$ cat src/rtl/colour_pkg.sv
// Shared pixel and maths types for the render pipeline.
package colour;

    typedef struct packed {
        logic [7:0] r;
        logic [7:0] g;
        logic [7:0] b;
    } colour_t;

    localparam int FP_FRAC_BITS = 16;

    // Signed 16.16 fixed point used by the ray stage.
    typedef logic signed [31:0] fixed_point_t;

    typedef struct packed {
        fixed_point_t x;
        fixed_point_t y;
        fixed_point_t z;
    } vector_t;

    function automatic fixed_point_t fp_from_int(input logic signed [15:0] v);
        return fixed_point_t'(v) <<< FP_FRAC_BITS;
    endfunction

endpackage

$ cat src/rtl/vga_sync_timing_counter.sv
// Raster h/v counters and raw timing flags, shareable with the ray stage.
module timing_counter #(
    parameter int hWidth      = 1024,
    parameter int hFrontPorch = 24,
    parameter int hSyncWidth  = 136,
    parameter int hBackPorch  = 160,
    parameter int vWidth      = 768,
    parameter int vFrontPorch = 9,
    parameter int vSyncWidth  = 6,
    parameter int vBackPorch  = 23
) (
    input  logic clk_i,
    input  logic rst_i,
    output logic active_o,
    output logic hs_o,
    output logic vs_o,
    output logic fs_o
);
    localparam int H_TOTAL = hWidth + hFrontPorch + hSyncWidth + hBackPorch;
    localparam int V_TOTAL = vWidth + vFrontPorch + vSyncWidth + vBackPorch;
    localparam int HCW     = $clog2(H_TOTAL);
    localparam int VCW     = $clog2(V_TOTAL);

    localparam logic [HCW-1:0] H_LAST = HCW'(H_TOTAL - 1);
    localparam logic [HCW-1:0] H_ACT  = HCW'(hWidth);
    localparam logic [HCW-1:0] H_SS   = HCW'(hWidth + hFrontPorch);
    localparam logic [HCW-1:0] H_SE   = HCW'(hWidth + hFrontPorch + hSyncWidth);
    localparam logic [VCW-1:0] V_LAST = VCW'(V_TOTAL - 1);
    localparam logic [VCW-1:0] V_ACT  = VCW'(vWidth);
    localparam logic [VCW-1:0] V_SS   = VCW'(vWidth + vFrontPorch);
    localparam logic [VCW-1:0] V_SE   = VCW'(vWidth + vFrontPorch + vSyncWidth);

    logic [HCW-1:0] hcount_q, hcount_d;
    logic [VCW-1:0] vcount_q, vcount_d;

    // vCount only moves on the hCount wrap, so both wrap on one edge.
    always_comb begin
        hcount_d = hcount_q + 1'b1;
        vcount_d = vcount_q;
        if (hcount_q == H_LAST) begin
            hcount_d = '0;
            vcount_d = (vcount_q == V_LAST) ? '0 : vcount_q + 1'b1;
        end
    end

    always_ff @(posedge clk_i) begin
        if (rst_i) begin
            hcount_q <= '0;
            vcount_q <= '0;
        end else begin
            hcount_q <= hcount_d;
            vcount_q <= vcount_d;
        end
    end

    assign active_o = (hcount_q < H_ACT) && (vcount_q < V_ACT);
    assign hs_o     = (hcount_q >= H_SS) && (hcount_q < H_SE);
    assign vs_o     = (vcount_q >= V_SS) && (vcount_q < V_SE);
    assign fs_o     = (hcount_q == '0) && (vcount_q == '0);

endmodule

$ cat src/rtl/vga_sync.sv
// VGA sync generator: delays raw timing flags to match the shading pipeline.
module vga_sync
    import colour::*;
#(
    parameter int   hWidth       = 1024,
    parameter int   hFrontPorch  = 24,
    parameter int   hSyncWidth   = 136,
    parameter int   hBackPorch   = 160,
    parameter int   vWidth       = 768,
    parameter int   vFrontPorch  = 9,
    parameter int   vSyncWidth   = 6,
    parameter int   vBackPorch   = 23,
    parameter int   PIPE_LATENCY = 4,
    parameter logic HSYNC_POL    = 1'b0,
    parameter logic VSYNC_POL    = 1'b0
) (
    input  logic    pixel_clk,
    input  logic    rst,
    input  colour_t colour_in,
    output logic    hsync,
    output logic    vsync,
    output logic    blank,
    output colour_t colour_out,
    output logic    frame_start
);
    typedef struct packed {
        logic active;
        logic hs;
        logic vs;
        logic fs;
    } flags_t;

    logic   raw_active, raw_hs, raw_vs, raw_fs;
    flags_t raw;
    flags_t aligned;

    timing_counter #(
        .hWidth      (hWidth),
        .hFrontPorch (hFrontPorch),
        .hSyncWidth  (hSyncWidth),
        .hBackPorch  (hBackPorch),
        .vWidth      (vWidth),
        .vFrontPorch (vFrontPorch),
        .vSyncWidth  (vSyncWidth),
        .vBackPorch  (vBackPorch)
    ) u_timing (
        .clk_i    (pixel_clk),
        .rst_i    (rst),
        .active_o (raw_active),
        .hs_o     (raw_hs),
        .vs_o     (raw_vs),
        .fs_o     (raw_fs)
    );

    assign raw = '{active: raw_active, hs: raw_hs, vs: raw_vs, fs: raw_fs};

    // Reset clears every stage so no pre-reset flags survive a restart.
    generate
        if (PIPE_LATENCY == 0) begin : g_no_delay
            assign aligned = raw;
        end else begin : g_delay
            flags_t dly_q [PIPE_LATENCY];

            always_ff @(posedge pixel_clk) begin
                if (rst) begin
                    for (int i = 0; i < PIPE_LATENCY; i++) begin
                        dly_q[i] <= '0;
                    end
                end else begin
                    dly_q[0] <= raw;
                    for (int i = 1; i < PIPE_LATENCY; i++) begin
                        dly_q[i] <= dly_q[i-1];
                    end
                end
            end

            assign aligned = dly_q[PIPE_LATENCY-1];
        end
    endgenerate

    logic    hsync_q, hsync_d;
    logic    vsync_q, vsync_d;
    logic    blank_q, blank_d;
    logic    fs_q, fs_d;
    colour_t colour_q, colour_d;

    always_comb begin
        hsync_d  = aligned.hs ? HSYNC_POL : ~HSYNC_POL;
        vsync_d  = aligned.vs ? VSYNC_POL : ~VSYNC_POL;
        blank_d  = ~aligned.active;
        fs_d     = aligned.fs;
        colour_d = aligned.active ? colour_in : '0;
    end

    always_ff @(posedge pixel_clk) begin
        if (rst) begin
            hsync_q  <= ~HSYNC_POL;
            vsync_q  <= ~VSYNC_POL;
            blank_q  <= 1'b1;
            fs_q     <= 1'b0;
            colour_q <= '0;
        end else begin
            hsync_q  <= hsync_d;
            vsync_q  <= vsync_d;
            blank_q  <= blank_d;
            fs_q     <= fs_d;
            colour_q <= colour_d;
        end
    end

    assign hsync       = hsync_q;
    assign vsync       = vsync_q;
    assign blank       = blank_q;
    assign frame_start = fs_q;
    assign colour_out  = colour_q;

endmodule
$ cat config.mk
export PLATFORM = sky130hd
export DESIGN_NAME = vga_sync
export DESIGN_NICKNAME = d
export VERILOG_FILES = /design/src/rtl/colour_pkg.sv /design/src/rtl/vga_sync_timing_counter.sv /design/src/rtl/vga_sync.sv
export SDC_FILE = /design/constraint.sdc
export NUM_CORES = 1
export LEC_CHECK = 0
export CORE_MARGIN = 2
export CORE_UTILIZATION = 49
export DETAILED_ROUTE_END_ITERATION = 16
export PLACE_DENSITY_LB_ADDON = 0.3
export REMOVE_ABC_BUFFERS = 1
export SYNTH_ARGS = -nofsm -noshare
export SYNTH_HDL_FRONTEND = slang
export SYNTH_SLANG_ARGS = --single-unit
export TNS_END_PERCENT = 1
$ cat constraint.sdc
create_clock -name pixel_clk -period 2.13 [get_ports pixel_clk]
set_input_delay 0.426 -clock pixel_clk [delete_from_list [all_inputs] [get_ports pixel_clk]]
set_output_delay 0.426 -clock pixel_clk [all_outputs]
set_load 0.02 [all_outputs]
* Word-level counts from Yosys, hierarchy flattened
Memory sizes are Yosys's and may differ from the RTL's.
Index checks and enable logic that the tools add are counted.
** Word-level totals
- Bits in writable memories :: 16
- Input port bits :: 26
- Memories :: 1
- Bits in registers :: 49
** Memories
- g_delay.dly_q :: words 4, width 4, read ports 4, clocked after Yosys merged registers in 0, wr ports 4, line vga_sync.sv:62 : flags_t dly_q [PIPE_LATENCY];
** Operators by class
- Add/sub/neg operators :: 2
- Multiplexer cells :: 10
- Magnitude comparators :: 6
- Reductions and logical operators :: 8
- Bitwise operators :: 5
- Equal/unequal tests :: 2
** Operators by type and width (number)
- less-than comparator 11 bit, second input constant :: 2
- less-than comparator 10 bit, second input constant :: 2
- two-way mux 4 bit :: 4
- adder 11 x 1 -> 11 bit, second input constant :: 1
- equality test 11 bit, second input constant :: 1
- >= comparator 11 bit, second input constant :: 1
- logical NOT 11 bit :: 1
- adder 10 x 1 -> 10 bit, second input constant :: 1
- equality test 10 bit, second input constant :: 1
- >= comparator 10 bit, second input constant :: 1
- logical NOT 10 bit :: 1
- two-way mux 10 bit :: 1
- two-way mux 1 bit :: 5
- logical AND 1 bit :: 4
- OR 1 bit :: 4
- OR reduction 2 bit :: 2
- inverter 1 bit :: 1

* Depth between registers and ports, before layout
Gate-level depths: netlist (run 1).
- Depth in word-level cells :: 3
- Depth in mapped cells :: 7
- Gate-level depth less buffers :: 6

* By module
Synthesis (run 1) repeated with hierarchy kept, for this count alone.
** Unflattened totals
- Cell total of the unflattened synthesis :: 235
- Area, all modules :: 2402.3 um^2
** Modules (own cells, without submodules)
- vga_sync :: cells each 94, area each 1243.7 um^2, instances 1, seq. area each 880.8 um^2
- timing_counter :: cells each 141, area each 1158.6 um^2, instances 1, seq. area each 420.4 um^2

* Least setup slack after synthesis (run 1)
Ideal clock, no wire load.
- Path type :: reg-to-reg
- Start point :: reg u_timing.hcount_q[0]
- End point :: reg u_timing.vcount_q[9]
- Period minus slack after synthesis :: 1.580 ns
- Arrival time :: 1.510 ns
- Slack :: 0.550 ns
- Data required time :: 2.060 ns
- Cell stages (with the launch flop) :: 7
- Cells stage by stage :: dfxtp_1 ha_1 and2_2 buf_2 nand4_1 or4_1 a21oi_1
** Between the ends
- Word-level cells in the longest chain between the ends :: 1
** Ends and longest elaborated chain
- start: declaration :: line vga_sync_timing_counter.sv:33 : logic [HCW-1:0] hcount_q, hcount_d;
- start signal: assignment :: line vga_sync_timing_counter.sv:51 : hcount_q <= hcount_d;
- equality test 11 bit :: line vga_sync_timing_counter.sv:40 : if (hcount_q == H_LAST) begin
- end signal: assignment :: line vga_sync_timing_counter.sv:52 : vcount_q <= vcount_d;
- end: declaration :: line vga_sync_timing_counter.sv:34 : logic [VCW-1:0] vcount_q, vcount_d;
No other way between the ends.
A chain may end at the register's enable or synchronous reset.

* Final worst setup path (run 1)
- Start point :: reg u_timing.hcount_q[3]
- End point :: reg u_timing.hcount_q[3]
** Between the ends
- Word-level cells in the longest chain between the ends :: 2
- Elaborated cells on any way between the ends :: 3
- Those cells by class :: add/sub: 1; eq/ne: 1; reduce/logical: 1
** Ends and longest elaborated chain
- branches (longest 2 deep; another with adder 11 x 1 -> 11 bit)
Parallel ways; which one is timed is not known.

==> summary.md, run 1 <==
| Metric | Value |
|---|---|
| Type of origin of the critical path | flip-flop |
| Clock power share | a little over two fifths |
| Pwr dens | 747 nW/um2 |
| Syn Area/Cell | 10.4 um2 |
| Initial antenna violation count | 0 |
| Pre-antenna DRT Iters | 4 |
| Remaining global-route overflow | 0 |
| Switch Pwr | 0.000486 W |
| Status | completed |
| Iter 0 DRT Violations | 80 |
| Rows | 25 |
| Initial Util | 50.6% |
| Cells after Synth | 231 |
| Number of global-route vias before repair | roughly 1700 |
| H-tree Lvls | 3 |
| CTS-repair resized insts | 0 |
| Setup CP Type | reg2reg |
| Cell Area, Synth | around 2400 um2 |
| Max Cap Viol | 0 |
| Detailed Place HPWL | 3.30 mm |
| Share of cells above drive strength 1 | a little under 9% |
| CTS max path bufs | 2 |
| Top post-synthesis cells by area | dfxtp_1 (54%), and2_1 (6.3%), nor2b_1 (3.7%), ha_1 (3.1%), xor2_1 (2.9%) |
| Clock skew | 0.00636 ns |
| ANT nets after route | 0 |
| Detailed Route WL | roughly 4.6 mm |
| WP data arrival | 2.02 ns |
| Clock sinks | 65 |
| Clock tree from TritonCTS | done |
| Worst slack, placed | 0.313 ns |
| Finished Layout Cells | 360 |
| Root Buffer | clkbuf_8 |
| Die Ht | about 74 um |
| Setup TNS | 0 ns |
| Vias per cell | 4.89 |
| Core ar. | 4720 um2 |
| Worst-Skew Late Latency | 0.33 ns |
| Largest net degree at the start of global routing | 26 |
| Hold WC Path Type | reg2reg |
| Hold Buf Count CTS | 0 |
| Static Leakage | 1.19 nW |
| Boundary Pins | between 50 and 60 |
| RSZ-0062 raised after global routing | false |
| Die X | 73.9 um |
| Post-synthesis sequential area ratio | a little over half |
| CP endpoint kind | flip-flop |
| Net Sw Frac | between 20% and 30% |
| Fmax | 555 MHz |
| I/O Buffers | 53 |
| Tcrit/Tclk final | between 80% and 90% |
| Hold violation count in the final report | 0 |
| Clock period minus worst slack | ~1.8 ns |
| Yosys top cell by area | dfxtp_1 |
| Die area | 5450 um2 |
| Area grow syn2layout | 31.8% |
| Via count | roughly 1800 |
| Final setup vio count | 0 |
| Max-slew violation total from the final report | 0 |
| DR WL/cell | 12.9 um |
| Antenna diode count | 0 |
| Maximum VDD drop | 0.405 mV |
| Slew @ Worst Pin | 0.436 ns |
| Cts bufs inserted | 9 |
| Clk pin slew, worst setup/hold paths | about 0.070 ns |
| Gr usage total | around 18% |
| Comb power frac | 4.5% |
| Nets | 320 |
| Max_slew headroom | 70.9% |
| Yosys top cell area share | 54.4% |
| Post-synth cell types | 38 |
| Crit path required time | 2.35 ns |
| Crit-path max FO | 9 |
| Gpl congestion | 0.837 |
| Post-Layout Inst Area | ~3200 um2 |
| YS warnings | 0 |
| Setup Fix Bufs, Post-CTS | 0 |
| Synth Register Bits | 65 |
| Internal power | 0.00187 W |
| Sequential Power Share | 52.8% |
| Final Power | 0.00235 W |
| Setup slack after layout | 0.328 ns |
| First-pass GRT wire length | 7.31 mm |
| Post-Place Cells | roughly 340 |
| Area after DPL | between 2000 and 3000 um2 |
| DRC | 0 |
worst paths after layout:
path                                        start                               to  slack, ns  cells after the start
setup / recovery  u_timing.hcount_q[3]$_SDFF_PP0_  u_timing.hcount_q[3]$_SDFF_PP0_       0.33                      4
hold / removal     g_delay.dly_q[3][2]$_SDFF_PP0_                 hsync$_SDFF_PP1_       0.38                      1
setup reg to reg  u_timing.hcount_q[3]$_SDFF_PP0_  u_timing.hcount_q[3]$_SDFF_PP0_       0.33                      4
hold reg to reg    g_delay.dly_q[3][2]$_SDFF_PP0_                 hsync$_SDFF_PP1_       0.38                      1
area by class of cell:
cell class,instances,area (um2)
sequential,65,1300
clock inverter,5,55.1
tap,67,83.8
clock buffer,11,141
inverter,6,22.5
timing repair buffer,56,553
multi-input combinational,150,993
fill,342,1570
kinds of logic (layout without fill, tap and decap cells):
| group | Yosys count | after routing | synth area share [%] |
|---|---|---|---|
| buffers and inverters | 16 | 78 | 4.03 |
| multiplexers | 1 | 1 | 0.419 |
| AND/OR/NAND/NOR | 114 | 114 | 29.3 |
| adder cells (fa/ha/maj) | 6 | 6 | 3.14 |
| AO/OA/AOI/OAI | 18 | 18 | 4.71 |
| flip-flops | 65 | 65 | 54.4 |
| XOR/XNOR | 11 | 11 | 4.03 |
power by group through the flow:
stage / Combinational (W) / Sequential, W / Clock (W)
after floorplan: 0.0000288 / 0.00127 / 0
after detailed placement: 0.000105 / 0.00127 / 0
after global routing: 0.000114 / 0.00124 / 0.00108
final: 0.000105 / 0.00124 / 0.00101
after CTS: 0.000106 / 0.00124 / 0.00104
after global placement: 0.000104 / 0.00127 / 0
registers in the layout, indices dropped and copies added (netlist names):
name and cells:
colour_out 24, g_delay.dly_q 16, u_timing.hcount_q 11, u_timing.vcount_q 10, blank 1, frame_start 1
hsync 1, vsync 1
layout by cell type, fill, tap and decap left out, types with 8 or more instances in the layout:
cell	n
dfxtp_1	65
clkdlybuf4s50_1	53
and2_1	24
nor2_1	17
nor2b_1	14
nand2_1	10
nand3_1	10
clkbuf_8	10
a21oi_1	9
nand4_1	8
xor2_1	8
cells in the mapped netlist (all sizes together):
| cell type | count |
|---|---|
| nand2b | 3 |
| nor4b | 2 |
| xnor2 | 3 |
| clkbuf | 4 |
| and2 | 25 |
| xor2 | 8 |
| o31ai | 1 |
| mux2i | 1 |
| nand3 | 10 |
| ha | 6 |
| nor2b | 14 |
| a21oi | 9 |
| nand4 | 9 |
| buf | 6 |
| and4 | 3 |
| a211oi | 1 |
| nor4 | 4 |
| o21bai | 1 |
| and3 | 3 |
| o21ai | 5 |
| or4b | 1 |
| nand2 | 10 |
| or3 | 6 |
| or2b | 1 |
| a2111oi | 1 |
| nor2 | 17 |
| nor3 | 3 |
| inv | 6 |
| dfxtp | 65 |
| nand4b | 1 |
| or4 | 2 |
through the flow:
step	util [%]	hold WS (ns)
floorplan	-	0.355
global placement	62.5	0.357
detailed placement	62.5	0.367
CTS	66.7	0.383
global route	66.7	0.411
finish	66.7	0.376
worst max-delay path, stage by stage, from the launching register on:
cell and delay, ns:
dfxtp_1 0.46, and4_1 0.45, nand3_1 0.32, nand2b_1 0.36, nor2_1 0.09
metal layers:
| layer | vias up | part of all wire (%) | GRT usage (%) |
|---|---|---|---|
| li1 | 892 | - | - |
| met1 | 793 | 45 | 21.6 |
| met2 | 70 | 47 | 28.3 |
| met3 | 5 | 6.7 | 6.45 |
| met4 | 0 | 0.93 | 8.89 |
| met5 | - | 0 | 0 |
(Power assumes the default switching activity.)
==> run 2, diff against run 1 <==
Clock period 2.13 ns to 1.9 ns, I/O delays scaled along.
==> run 2 against run 1 <==
Effect of this change:
- clock power increased by 14%
- clock skew decreased by 0.0011 ns
- worst hold slack lost 0.0027 ns
- critical path depth stayed put
- non-clock buffer count is 1 higher
- worst setup slack got worse by 0.11 ns
- first-iteration DRC count rose by 13%
- fmax is 7.4% higher
- sequential share of layout area is 0.24 points lower
- die area stayed put
- final area rose by 0.60%
- total power rose by 13%
- highest routed layer unchanged
==> summary.md, run 2 (same netlist as run 1, synthesis figures left out) <==
| Metric | Value |
|---|---|
| Slowest CP cell | dfxtp_1 |
| Detailed Route WL | ~4.6 mm |
| Clk pin slew, worst setup/hold paths | 0.07 ns |
| Pwr dens | 840 nW/um2 |
| Setup TNS | 0 ns |
| Number of global-route vias before repair | 1670 |
| Clock skew | 0.00524 ns |
| Final setup vio count | 0 |
| Slew @ Worst Pin | 0.438 ns |
| Detailed Place HPWL | 3.19 mm |
| First-pass GRT wire length | 7.60 mm |
| Finished Layout Cells | 360 |
| Antenna diode count | 0 |
| Tcrit/Tclk final | about nine tenths |
| Static Leakage | between 1 and 1.5 nW |
| Post-Place Cells | 345 |
| CP cell instances | and4_1, nand3_1, nand2b_1, nor2_1 |
| Fmax | 596 MHz |
| Core ar. | 4720 um2 |
| Setup CP Type | reg2reg |
| Boundary Pins | 54 |
| Worst-Skew Late Latency | 0.33 ns |
| Largest net degree at the start of global routing | 28 |
| DR WL/cell | 12.7 um |
| Die area | 5450 um2 |
| Crit path max-delay family | simple AND/OR/NAND/NOR gates |
| RSZ-0062 raised after global routing | false |
| Max Cap Viol | 0 |
| WP data arrival | ~1.9 ns |
| Status | completed |
| Root Buffer | clkbuf_8 |
| Max_slew headroom | 70.1% |
| Max-slew violation total from the final report | 0 |
| Share of cells above drive strength 1 | 8.87% |
| CTS max path bufs | 2 |
| Vias per cell | ~4.9 |
| Most frequent cells in the layout | dfxtp_1 (65), clkdlybuf4s50_1 (53), and2_1 (24), nor2_1 (17), nor2b_1 (14) |
| CTS-repair resized insts | 0 |
| Nets | 321 |
| Most common cell after layout, fill and taps aside | dfxtp_1 |
| Gr usage total | between 10% and 20% |
| Crit path buf inv count | 0 |
| CP endpoint kind | flip-flop |
| Maximum VDD drop | 0.576 mV |
| Iter 0 DRT Violations | 90 |
| Worst slack, placed | 0.219 ns |
| Setup slack after layout | 0.223 ns |
| Area grow syn2layout | 32.5% |
| Clock sinks | 65 |
| Crit-path max FO | 9 |
| Via count | 1750 |
| Number of flip-flops in the largest register | 24 |
| Clock tree from TritonCTS | done |
| Pre-antenna DRT Iters | 4 |
| Hold violation count in the final report | 0 |
| Type of origin of the critical path | flip-flop |
| Rows | 25 |
| DRC | 0 |
| Die Ht | around 74 um |
| Die X | 73.9 um |
| Clock period minus worst slack | between 1.5 and 2 ns |
| Setup Fix Bufs, Post-CTS | 0 |
| Crit path required time | 2.12 ns |
| Initial antenna violation count | 0 |
| Initial Util | 50.6% |
| Hold Buf Count CTS | 0 |
| H-tree Lvls | 3 |
| Cts bufs inserted | 9 |
| I/O Buffers | 53 |
| Max stage delay on crit path | about 0.43 ns |
| Gpl congestion | 0.858 |
| Hold WC Path Type | reg2reg |
| Remaining global-route overflow | 0 |
| ANT nets after route | 0 |
==> run 2: cell count changes in the layout (fill, tap and decap cells not counted), sizes merged <==
cell and delta:
clkinvlp -2, buf +1, clkbuf +1
==> run 2: worst reg2reg max path: stages, from the launching register on <==
cell and delay (ns):
dfxtp_1 0.43, and4_1 0.41, nand3_1 0.29, nand2b_1 0.34
nor2_1 0.09
==> run 2: area by class of cell <==
type | count | area [um2]
sequential | 65 | 1300
multi-input combinational | 150 | 993
timing repair buffer | 57 | 573
clock buffer | 12 | 155
fill | 364 | 1550
clock inverter | 3 | 40.0
inverter | 6 | 22.5
tap | 67 | 83.8
==> run 2: worst paths after layout <==
path | startpoint | endpoint | slack [ns] | cells past startpoint
setup reg to reg | u_timing.hcount_q[3]$_SDFF_PP0_ | u_timing.hcount_q[8]$_SDFF_PP0_ | 0.22 | 4
hold / removal | g_delay.dly_q[3][2]$_SDFF_PP0_ | hsync$_SDFF_PP1_ | 0.37 | 1
setup / recovery | u_timing.hcount_q[3]$_SDFF_PP0_ | u_timing.hcount_q[8]$_SDFF_PP0_ | 0.22 | 4
hold reg to reg | g_delay.dly_q[3][2]$_SDFF_PP0_ | hsync$_SDFF_PP1_ | 0.37 | 1
==> run 2: routing by layer <==
metal / part of all wire (%) / track usage, % / vias to the layer above / wire length, um
met5: 0 / 0 / - / 0
met3: 8.4 / 9.33 / 4 / 385
met2: 45 / 28.0 / 72 / 2050
li1: - / - / 896 / -
met4: 1.1 / 8.69 / 0 / 50
met1: 46 / 22.6 / 778 / 2090
==> run 2: where the power goes <==
group	switching, W	total [W]	internal (W)
Combinational	0.0000430	0.000121	0.0000782
Clock	0.000482	0.00115	0.000666
Sequential	0.0000103	0.00139	0.00138
Total	0.000536	0.00266	0.00213
==> run 2: metrics by stage <==
step / hold WS (ns) / area, um2 / utilization (%) / power (W)
floorplan: 0.355 / 2320 / - / 0.00146
global placement: 0.358 / 2970 / 63.0 / 0.00154
detailed placement: 0.362 / 2970 / 63.0 / 0.00154
CTS: 0.377 / 3170 / 67.1 / 0.00270
global route: 0.381 / 3170 / 67.1 / 0.00279
finish: 0.373 / 3170 / 67.1 / 0.00266
